**src/rtl/max7219_rx.sv**
```systemverilog
// max7219_rx: SPI slave that decodes 16-bit MSB-first frames into a MAX7219-style register file.
module max7219_rx #(
  parameter int SYNC_STAGES = 2,
  parameter int NUM_DIGITS  = 8
) (
  input  logic                    clk,
  input  logic                    res,
  input  logic                    cs_n,
  input  logic                    sck,
  input  logic                    mosi,
  output logic [15:0]             word_out,
  output logic                    word_valid,
  output logic                    frame_err,
  output logic [8*NUM_DIGITS-1:0] digits,
  output logic [7:0]              decode_mode,
  output logic [3:0]              intensity,
  output logic [2:0]              scan_limit,
  output logic                    shutdown_n,
  output logic                    display_test
);
  typedef enum logic [1:0] {SYNC_WAIT, IDLE, SHIFT, COMMIT} state_t;
  state_t r_state, w_next;
  logic [SYNC_STAGES-1:0] r_cs_sync, r_sck_sync, r_mosi_sync;
  logic r_sck_prev;
  logic [15:0] r_shift;
  logic [4:0] r_cnt;
  logic w_cs, w_sck, w_mosi, w_sck_rise, w_full, w_commit;
  logic [3:0] w_addr;
  logic [7:0] w_data;
  assign w_cs       = r_cs_sync[SYNC_STAGES-1];
  assign w_sck      = r_sck_sync[SYNC_STAGES-1];
  assign w_mosi     = r_mosi_sync[SYNC_STAGES-1];
  assign w_sck_rise = w_sck & ~r_sck_prev;
  assign w_full     = r_cnt == 5'd16;
  assign w_commit   = (r_state == COMMIT) & w_full;
  assign w_addr     = r_shift[11:8];
  assign w_data     = r_shift[7:0];
  always_ff @(posedge clk) begin
    if (res) r_state <= SYNC_WAIT;
    else     r_state <= w_next;
  end
  always_comb begin
    w_next = r_state;
    case (r_state)
      SYNC_WAIT: w_next = w_cs ? IDLE : SYNC_WAIT;
      IDLE:      w_next = w_cs ? IDLE : SHIFT;
      SHIFT:     w_next = w_cs ? COMMIT : SHIFT;
      default:   w_next = IDLE;
    endcase
  end
  always_ff @(posedge clk) begin
    if (res) begin
      r_cs_sync    <= '0;
      r_sck_sync   <= '0;
      r_mosi_sync  <= '0;
      r_sck_prev   <= 1'b0;
      r_shift      <= '0;
      r_cnt        <= '0;
      word_out     <= '0;
      word_valid   <= 1'b0;
      frame_err    <= 1'b0;
      digits       <= '0;
      decode_mode  <= '0;
      intensity    <= '0;
      scan_limit   <= '0;
      shutdown_n   <= 1'b0;
      display_test <= 1'b0;
    end else begin
      r_cs_sync   <= {r_cs_sync[SYNC_STAGES-2:0], cs_n};
      r_sck_sync  <= {r_sck_sync[SYNC_STAGES-2:0], sck};
      r_mosi_sync <= {r_mosi_sync[SYNC_STAGES-2:0], mosi};
      r_sck_prev  <= w_sck;
      word_valid  <= w_commit;
      frame_err   <= (r_state == COMMIT) & ~w_full;
      if (r_state == IDLE && !w_cs) begin
        r_shift <= '0;
        r_cnt   <= '0;
      end
      // an edge coincident with the cs_n rise is still shifted before COMMIT
      if (r_state == SHIFT && w_sck_rise) begin
        r_shift <= {r_shift[14:0], w_mosi};
        r_cnt   <= w_full ? r_cnt : r_cnt + 5'd1;
      end
      if (w_commit) begin
        word_out <= r_shift;
        for (int i = 0; i < NUM_DIGITS; i++)
          if (w_addr == 4'(i + 1)) digits[8*i +: 8] <= w_data;
        if (w_addr == 4'h9) decode_mode  <= w_data;
        if (w_addr == 4'hA) intensity    <= w_data[3:0];
        if (w_addr == 4'hB) scan_limit   <= w_data[2:0];
        if (w_addr == 4'hC) shutdown_n   <= w_data[0];
        if (w_addr == 4'hF) display_test <= w_data[0];
      end
    end
  end
endmodule

```
**config.mk**
```make
export PLATFORM = sky130hd
export DESIGN_NAME = max7219_rx
export DESIGN_NICKNAME = d
export VERILOG_FILES = /design/src/rtl/max7219_rx.sv
export SDC_FILE = /design/constraint.sdc
export NUM_CORES = 1
export LEC_CHECK = 0
export ABC_CLOCK_PERIOD_IN_PS = 1400
export CORE_MARGIN = 5
export CORE_UTILIZATION = 45
export CTS_CLUSTER_DIAMETER = 80
export DETAILED_ROUTE_END_ITERATION = 16
export GPL_ROUTABILITY_DRIVEN = 1
export PLACE_DENSITY_LB_ADDON = 0.2
export SLEW_MARGIN = 20
export SYNTH_ARGS = -nofsm -noshare
export SYNTH_HDL_FRONTEND = slang
export SYNTH_SLANG_ARGS = --single-unit
```
**constraint.sdc**
```tcl
create_clock -name clk -period 1.4 [get_ports clk]
set_input_delay 0.28 -clock clk [delete_from_list [all_inputs] [get_ports clk]]
set_output_delay 0.28 -clock clk [all_outputs]
set_load 0.03 [all_outputs]
```
; ---- After elaboration in Yosys (flattened, before gate mapping)
; Index checks and enable logic that the tools add are counted.
[totals]
wordCells = 75
inputBits = 5
output_inout_bits = 99
reg_bits = 129
[classes]
n_bitwise = 5
mux = 9
add_sub_neg = 1
reduce_logical = 19
n_eq_ne = 18
[ops]
columns = op, n
row1 = $mux W16, 2
row2 = $reduce_and A2 Y1, 14
row3 = $eq A4 B4 Y1 const B, 6
row4 = $eq A4 B3 Y1 const B, 4
row5 = $mux W5, 3
row6 = $eq A4 B2 Y1 const B, 2
row7 = $pmux W2 S3, 1
row8 = $add A5 B1 Y5 const B, 1
row9 = $eq A5 B5 Y1 const B, 1
row10 = $eq A2 B2 Y1 const B, 2
row11 = $eq A4 B1 Y1 const B, 1
row12 = $and A1 B1 Y1, 3
row13 = $eq A2 B1 Y1 const B, 1
row14 = $logic_and A1 B1 Y1, 2
row15 = $logic_not A2 Y1, 1
row16 = $mux W1, 2
row17 = $mux W2, 1
row18 = $ne A2 B2 Y1 const B, 1
row19 = $not A1 Y1, 2
row20 = $reduce_bool A2 Y1, 1
row21 = $logic_not A1 Y1, 1

; ---- Depth between registers and ports, before layout
; Gate-level depths: netlist (run 1).
[logic_depth]
word_depth = 5
depth_mapped = 8
ltp_nobuf = 5

; ---- Least setup slack after synthesis (run 1)
; Ideal clock, no wire load.
[synth_timing]
kind = register to register
startpoint = reg r_cnt[0]
endpoint = reg r_cnt[2]
stages_incl_launch_ff = 7
setup_ps = 70
synth_period_minus_slack_ps = 1550
setup_slack_ps = -150
t_arrival_ps = 1480
required_ps = 1330
cell_sequence = dfxtp_1 > inv_1 > ha_1 > and4bb_1 > buf_6 > or4_1 > a21oi_1
[synth_between]
elab_chain_len = 3
word_cells_on_any_way = 6
[synth_lines]
columns = item, line_no
row1 = start: declaration, 26  ; logic [4:0] r_cnt;
row2 = start signal: assignment, 82  ; r_cnt <= w_full ? r_cnt : r_cnt + 5'd1;
row3 = $add A5 B1 Y5 / $eq A5 B5 Y1 (equally long branches), "82, 34"
row4 = $mux W5 / $ne A2 B2 Y1 (equally long branches), -
row5 = $mux W5 / $reduce_and A2 Y1 (equally long branches), -
; Several ways; a longest one is shown, not always the timed one. The select of a mux whose other input is x is not followed.
; A chain may end at the register's enable or synchronous reset.

; ---- Final worst setup path (run 1)
; Same ends and word-level chain as after synthesis.

==> results of run 1 <==
layer usage:
| metal | vias up | wire length [um] | GRT usage | part of all wire |
|---|---|---|---|---|
| met1 | 2027 | 5640 | 0.247 | 0.41 |
| met2 | 166 | 6940 | 0.349 | 0.50 |
| li1 | 2002 | - | - | - |
| met5 | - | 0 | 0 | 0 |
| met3 | 20 | 979 | 0.0637 | 0.071 |
| met4 | 0 | 185 | 0.0705 | 0.013 |
state kept, by name, summed over array words and instances, names as in the netlist:
name	count
decode_mode	8
digits	64
display_test	1
frame_err	1
intensity	4
r_cnt	5
r_cs_sync	2
r_mosi_sync	2
r_sck_prev	1
r_sck_sync	2
r_shift	16
r_state	2
scan_limit	3
shutdown_n	1
word_out	16
word_valid	1
Yosys cell counts, drive strengths merged (4+ instances only):
cell type,number,area [um^2]
o211ai,4,30.0
a21oi,37,185
nor2b,9,56.3
nand2,106,398
nand3,44,245
mux2i,81,811
o21ai,16,80.1
inv,4,15.0
nor2,4,15.0
buf,11,72.6
clkbuf,26,98.8
nand4,5,50.1
dfxtp,129,2580
power by group:
part           internal [mW]  switching (mW)
clock                   2.56            1.70
sequential              3.68         0.00514
combinational         0.0460          0.0829
total                   6.28            1.78
logic make-up (layout without fill, tap and decap cells):
family,after synthesis,count (layout)
and+or+nand+nor,185,185
DFF,129,129
muxes,81,81
AOI/OAI and AO/OA,59,59
buffers and inverters,41,194
adders and majority gates,2,2
xor gates and xnor gates,1,1
through the flow:
| stage | instance area [um^2] | worst slack, ns | instances |
|---|---|---|---|
| 6_report | 6870 | -0.175 | 787 |
| 5_1_grt | 6870 | -0.205 | 787 |
| 2_1_floorplan | 4890 | -0.104 | 498 |
| 3_5_place_dp | 6480 | -0.233 | 748 |
| 3_3_place_gp | 6480 | -0.151 | 748 |
| 4_1_cts | 6710 | -0.150 | 783 |
critical path, delay by kind of cell, from the launching register on:
family / cells / cell delay (ns)
buffers and inverters: 2 / 0.18
AOI/OAI and AO/OA: 1 / 0.14
DFF: 1 / 0.33
adders and majority gates: 1 / 0.15
and+or+nand+nor: 2 / 0.71
timing repair:
| action | CTS | global route |
|---|---|---|
| gates cloned | 1 | 3 |
| setup endpoints to repair | 195 | 119 |
| pin swaps | 9 | 7 |
| gates resized for setup | 522 | 44 |
| buffers inserted | 3 | 2 |
worst paths after layout:
| kind | from | to | slack [ns] | depth (start not counted) |
|---|---|---|---|---|
| setup reg to reg | r_cnt[0]$_SDFFE_PP0P_ | r_cnt[2]$_SDFFE_PP0P_ | -0.18 | 6 |
| setup / recovery | r_cnt[0]$_SDFFE_PP0P_ | r_cnt[2]$_SDFFE_PP0P_ | -0.18 | 6 |
| hold reg to reg | r_mosi_sync[0]$_SDFF_PP0_ | r_mosi_sync[1]$_SDFF_PP0_ | 0.44 | 1 |
| hold / removal | cs_n | r_cs_sync[0]$_SDFF_PP0_ | 0.31 | 2 |
area by class of cell:
type                       instances  area, um^2  area share
sequential                       129        2590       0.377
inverter                           4        15.0     0.00219
clock buffer                      18         418      0.0609
tap                              136         170      0.0248
clock inverter                    14         155      0.0226
multi-input combinational        328        2290       0.333
timing repair buffer             158        1230       0.179
==> results.py, run 1 <==
metrics = {
    "final_layout": {
        "area_delta_synth_final_pct": 42.3,
        "final_cell_mix": "126 x dfxtp_1, 106 x nand2_1, 90 x buf_2",
        "fillers": 814,
        "antenna_cells": 0,
        "final_nets": 645,
        "final_core_util": 0.662,
        "final_common_cell": "dfxtp_1",
        "drive_gt1_frac": 0.347,
    },
    "yosys": {
        "synth_top_family_by_area": "simple AND/OR/NAND/NOR gates",
        "synth_xor_area_frac": 0.00182,
        "synth-edff-count": 0,
        "yosys_warnings": 0,
        "synthSimpleGateAreaFrac": 0.186,
        "synth-seq-cells": 129,
        "synthCells": 498,
        "synth_compound_area_frac": 0.0646,
        "netlist-cell-type-count": 35,
        "synthMuxAreaShare": 0.168,
        "synthAdderAreaFrac": 0.00519,
        "dominantRegCellSynth": "dfxtp_1",
        "synthArstFlopShare": 0,
        "syn_area_mm2": 0.00482,
        "synth_area_per_cell_um2": 9.69,
        "synth_nets": 505,
        "seq_area_frac_synth": 0.535,
    },
    "place": {
        "io_buffers": 103,
        "dp_hpwl_um": 8800,
        "gp_congestion": 0.777,
    },
    "sta": {
        "setup_ws_ns": -0.175,
        "max_freq_ghz": 0.635,
        "min_period_ns": 1.58,
        "finalHoldViolCount": 0,
        "slew_viol_final": 0,
        "worst_clock_skew_ns": 0.0126,
        "setup_viol": 93,
        "min_period_over_period": 1.13,
        "whs_ns": 0.314,
        "tightest_slew_ns": 0.592,
        "max_slew_margin": 0.604,
        "setup_tns_ns": -5.90,
        "rsz0062_at_grt": "true",
    },
    "clocking": {
        "hold_buffers": 0,
        "cts_root_buf": "clkbuf_8",
        "cts_tree": "done",
        "clk_latency_ns": 0.52,
        "htreeDepth": 4,
        "numClockSinks": 129,
        "cts_buffers": 17,
        "clk_pin_slew_ns": 0.06,
        "clock_path_buffers": 2,
    },
    "min_path": {
        "hp-class": "primary input to flip-flop",
    },
    "routing": {
        "routed_wl_um": 13800,
        "vias": 4215,
        "drc": 0,
        "drtIter0Drc": 298,
        "routed_via_density": 5.36,
        "post_drt_wl_per_cell_um": 17.5,
        "ant_nets": 0,
        "drt_first_pass_iters": 5,
    },
    "setup_path": {
        "cp.required_ns": 1.84,
        "slowest_stage": "or4_4",
        "cp_data_arrival_time_ns": 2.02,
        "start_kind": "flip-flop",
        "max_stage_delay_ns": 0.47,
        "worstPathCellList": "inv_2, ha_4, and4bb_4, buf_6, or4_4, a21oi_2",
        "cp_max_fo": 4,
        "crit_type": "flip-flop to flip-flop",
        "cp-end-kind": "flip-flop",
    },
    "global_route": {
        "grt_max_degree": 49,
        "track_usage": 0.206,
        "grt_pass1_wl_um": 21200,
        "antenna_found_initial": 0,
        "grt_overflow_total": 0,
        "grt_pass1_vias": 4121,
    },
    "status": {
        "outcome": "finished, violations left",
        "failed_checks": "setup timing",
    },
    "power": {
        "p_leak_nw": 3.26,
        "finalPower_mw": 8.07,
        "max-vdd-ir-drop_v": 0.000738,
        "p_per_area_mw_per_mm2": 1180,
    },
    "floorplanning": {
        "pin_count": 104,
        "die_h_um": 114,
        "die_area_mm2": 0.0129,
        "rows": 37,
        "initial_core_util": 0.465,
        "die_w_um": 114,
        "core_area_mm2": 0.0104,
    },
    "flow_run": {
        "max_cap_viol_count": 0,
    },
}
(Power assumes the default switching activity.)
==> run 2, diff against run 1 <==
--- a/config.mk
+++ b/config.mk
@@ -5,13 +5,14 @@
 export SDC_FILE = /design/constraint.sdc
 export NUM_CORES = 1
 export LEC_CHECK = 0
-export ABC_CLOCK_PERIOD_IN_PS = 1400
+export ABC_CLOCK_PERIOD_IN_PS = 1500
 export CORE_MARGIN = 5
-export CORE_UTILIZATION = 45
+export CORE_UTILIZATION = 50
 export CTS_CLUSTER_DIAMETER = 80
 export DETAILED_ROUTE_END_ITERATION = 16
 export GPL_ROUTABILITY_DRIVEN = 1
 export PLACE_DENSITY_LB_ADDON = 0.2
+export SKIP_CTS_REPAIR_TIMING = 1
 export SLEW_MARGIN = 20
 export SYNTH_ARGS = -nofsm -noshare
 export SYNTH_HDL_FRONTEND = slang
==> constraint.sdc (replaced) <==
create_clock -name clk -period 1.5 [get_ports clk]
set_input_delay 0.3 -clock clk [delete_from_list [all_inputs] [get_ports clk]]
set_output_delay 0.3 -clock clk [all_outputs]
set_load 0.03 [all_outputs]
==> run 2 against run 1 <==
Effect of this change: the flow still finishes with violations (setup timing); highest routed layer unchanged; worst setup slack improved by 0.12 ns; combinational power is essentially flat; critical endpoint is now digits[36]$_SDFFE_PP0P_; utilization grew 9.1 points; die area fell by 9.1%; non-clock buffer count down 11; via count down 1.0%; sequential power is 6.8% lower; clock power shrank 11%; first-iteration DRC count down 17%; global-route usage grew 3.1 points.
==> results.py, run 2 (synthesized netlist as in run 1, its figures left out) <==
metrics = {
    "final_layout": {
        "drive_gt1_frac": 0.219,
        "antenna_cells": 0,
        "final_common_cell": "dfxtp_1",
        "final_core_util": 0.753,
        "largest_reg_flops": 64,
        "final_nets": 634,
        "regMostFlops": "digits",
        "top_regs": "digits (64), r_shift (16), word_out (16)",
        "area_delta_synth_final_pct": 45.7,
        "final_cell_mix": "127 x dfxtp_1, 106 x nand2_1, 79 x mux2i_1",
    },
    "setup_path": {
        "slowest_stage": "dfxtp_2",
        "crit_buf_inv": 2,
        "cp_data_arrival_time_ns": 1.94,
        "worstPathCellList": "inv_2, ha_4, and4bb_4, buf_12, nand3_2, mux2i_1",
        "path_delay_family": "simple AND/OR/NAND/NOR gates",
        "crit_type": "flip-flop to flip-flop",
        "start_kind": "flip-flop",
        "cp-end-kind": "flip-flop",
        "cp.required_ns": 1.89,
        "cp_max_fo": 8,
        "max_stage_delay_ns": 0.33,
    },
    "clocking": {
        "numClockSinks": 129,
        "cts_root_buf": "clkbuf_8",
        "clk_latency_ns": 0.51,
        "clock_path_buffers": 2,
        "cts_tree": "done",
        "htreeDepth": 4,
        "cts_buffers": 17,
        "clk_pin_slew_ns": 0.06,
    },
    "global_route": {
        "grt_max_degree": 38,
        "grt_overflow_total": 0,
        "grt_pass1_vias": 4200,
        "grt_pass1_wl_um": 21600,
        "track_usage": 0.237,
        "antenna_found_initial": 0,
    },
    "sta": {
        "setup_ws_ns": -0.0566,
        "finalHoldViolCount": 0,
        "min_period_over_period": 1.04,
        "tightest_slew_ns": 0.525,
        "slew_viol_final": 0,
        "max_slew_margin": 0.649,
        "rsz0062_at_grt": "true",
        "setup_tns_ns": -1.44,
        "setup_viol": 42,
        "min_period_ns": 1.56,
        "worst_clock_skew_ns": 0.00749,
        "max_freq_ghz": 0.642,
    },
    "flow_run": {
        "max_cap_viol_count": 0,
    },
    "routing": {
        "drc": 0,
        "drt_first_pass_iters": 7,
        "post_drt_wl_per_cell_um": 17.5,
        "routed_via_density": 5.42,
        "drtIter0Drc": 247,
        "ant_nets": 0,
        "vias": 4171,
        "routed_wl_um": 13400,
    },
    "floorplanning": {
        "die_h_um": 108,
        "rows": 35,
        "die_w_um": 108,
        "initial_core_util": 0.517,
        "core_area_mm2": 0.00933,
        "pin_count": 104,
        "die_area_mm2": 0.0117,
    },
    "power": {
        "finalPower_mw": 7.38,
        "p_per_area_mw_per_mm2": 1050,
        "p_leak_nw": 4.13,
        "max-vdd-ir-drop_v": 0.000889,
    },
    "status": {
        "outcome": "finished, violations left",
        "failed_checks": "setup timing",
    },
    "place": {
        "place_ws_ns": -0.113,
        "io_buffers": 103,
        "gp_congestion": 0.835,
        "dp_hpwl_um": 8930,
    },
    "min_path": {
        "hp-class": "primary input to flip-flop",
    },
}
-- run 2: path summary, 6_finish.rpt --
check	start	depth (start not counted)	slack, ns	end
max	r_cnt[1]$_SDFFE_PP0P_	6	-0.06	digits[36]$_SDFFE_PP0P_
min reg2reg	r_sck_sync[0]$_SDFF_PP0_	1	0.44	r_sck_sync[1]$_SDFF_PP0_
max reg2reg	r_cnt[1]$_SDFFE_PP0P_	6	-0.06	digits[36]$_SDFFE_PP0P_
min	cs_n	2	0.34	r_cs_sync[0]$_SDFF_PP0_
-- run 2: power by group --
group	switching, mW	internal [mW]
Combinational	0.0766	0.0543
Sequential	0.00748	3.44
Clock	1.59	2.21
Total	1.67	5.71
-- run 2: layer usage --
metal / vias up / track usage / part of all wire
met1: 2004 / 0.301 / 0.42
li1: 1978 / - / -
met5: - / 0 / 0
met3: 18 / 0.0579 / 0.067
met4: 0 / 0.0694 / 0.015
met2: 171 / 0.399 / 0.50
-- run 2: final cells by class --
| type | instances | area (um^2) |
|---|---|---|
| Clock buffer | 18 | 418 |
| Clock inverter | 14 | 131 |
| Fill cell | 648 | 2300 |
| Inverter | 4 | 15.0 |
| Multi-Input combinational cell | 328 | 2160 |
| Sequential cell | 129 | 2580 |
| Tap cell | 129 | 161 |
| Timing Repair Buffer | 147 | 1560 |
-- run 2: stage by stage --
stage / instance area (um^2) / hold slack (ns) / instances
after floorplan: 4830 / 0.414 / 498
after global placement: 6370 / 0.427 / 735
after detailed placement: 6370 / 0.432 / 735
after CTS: 6920 / 0.328 / 767
after global routing: 7030 / 0.341 / 769
final: 7030 / 0.343 / 769
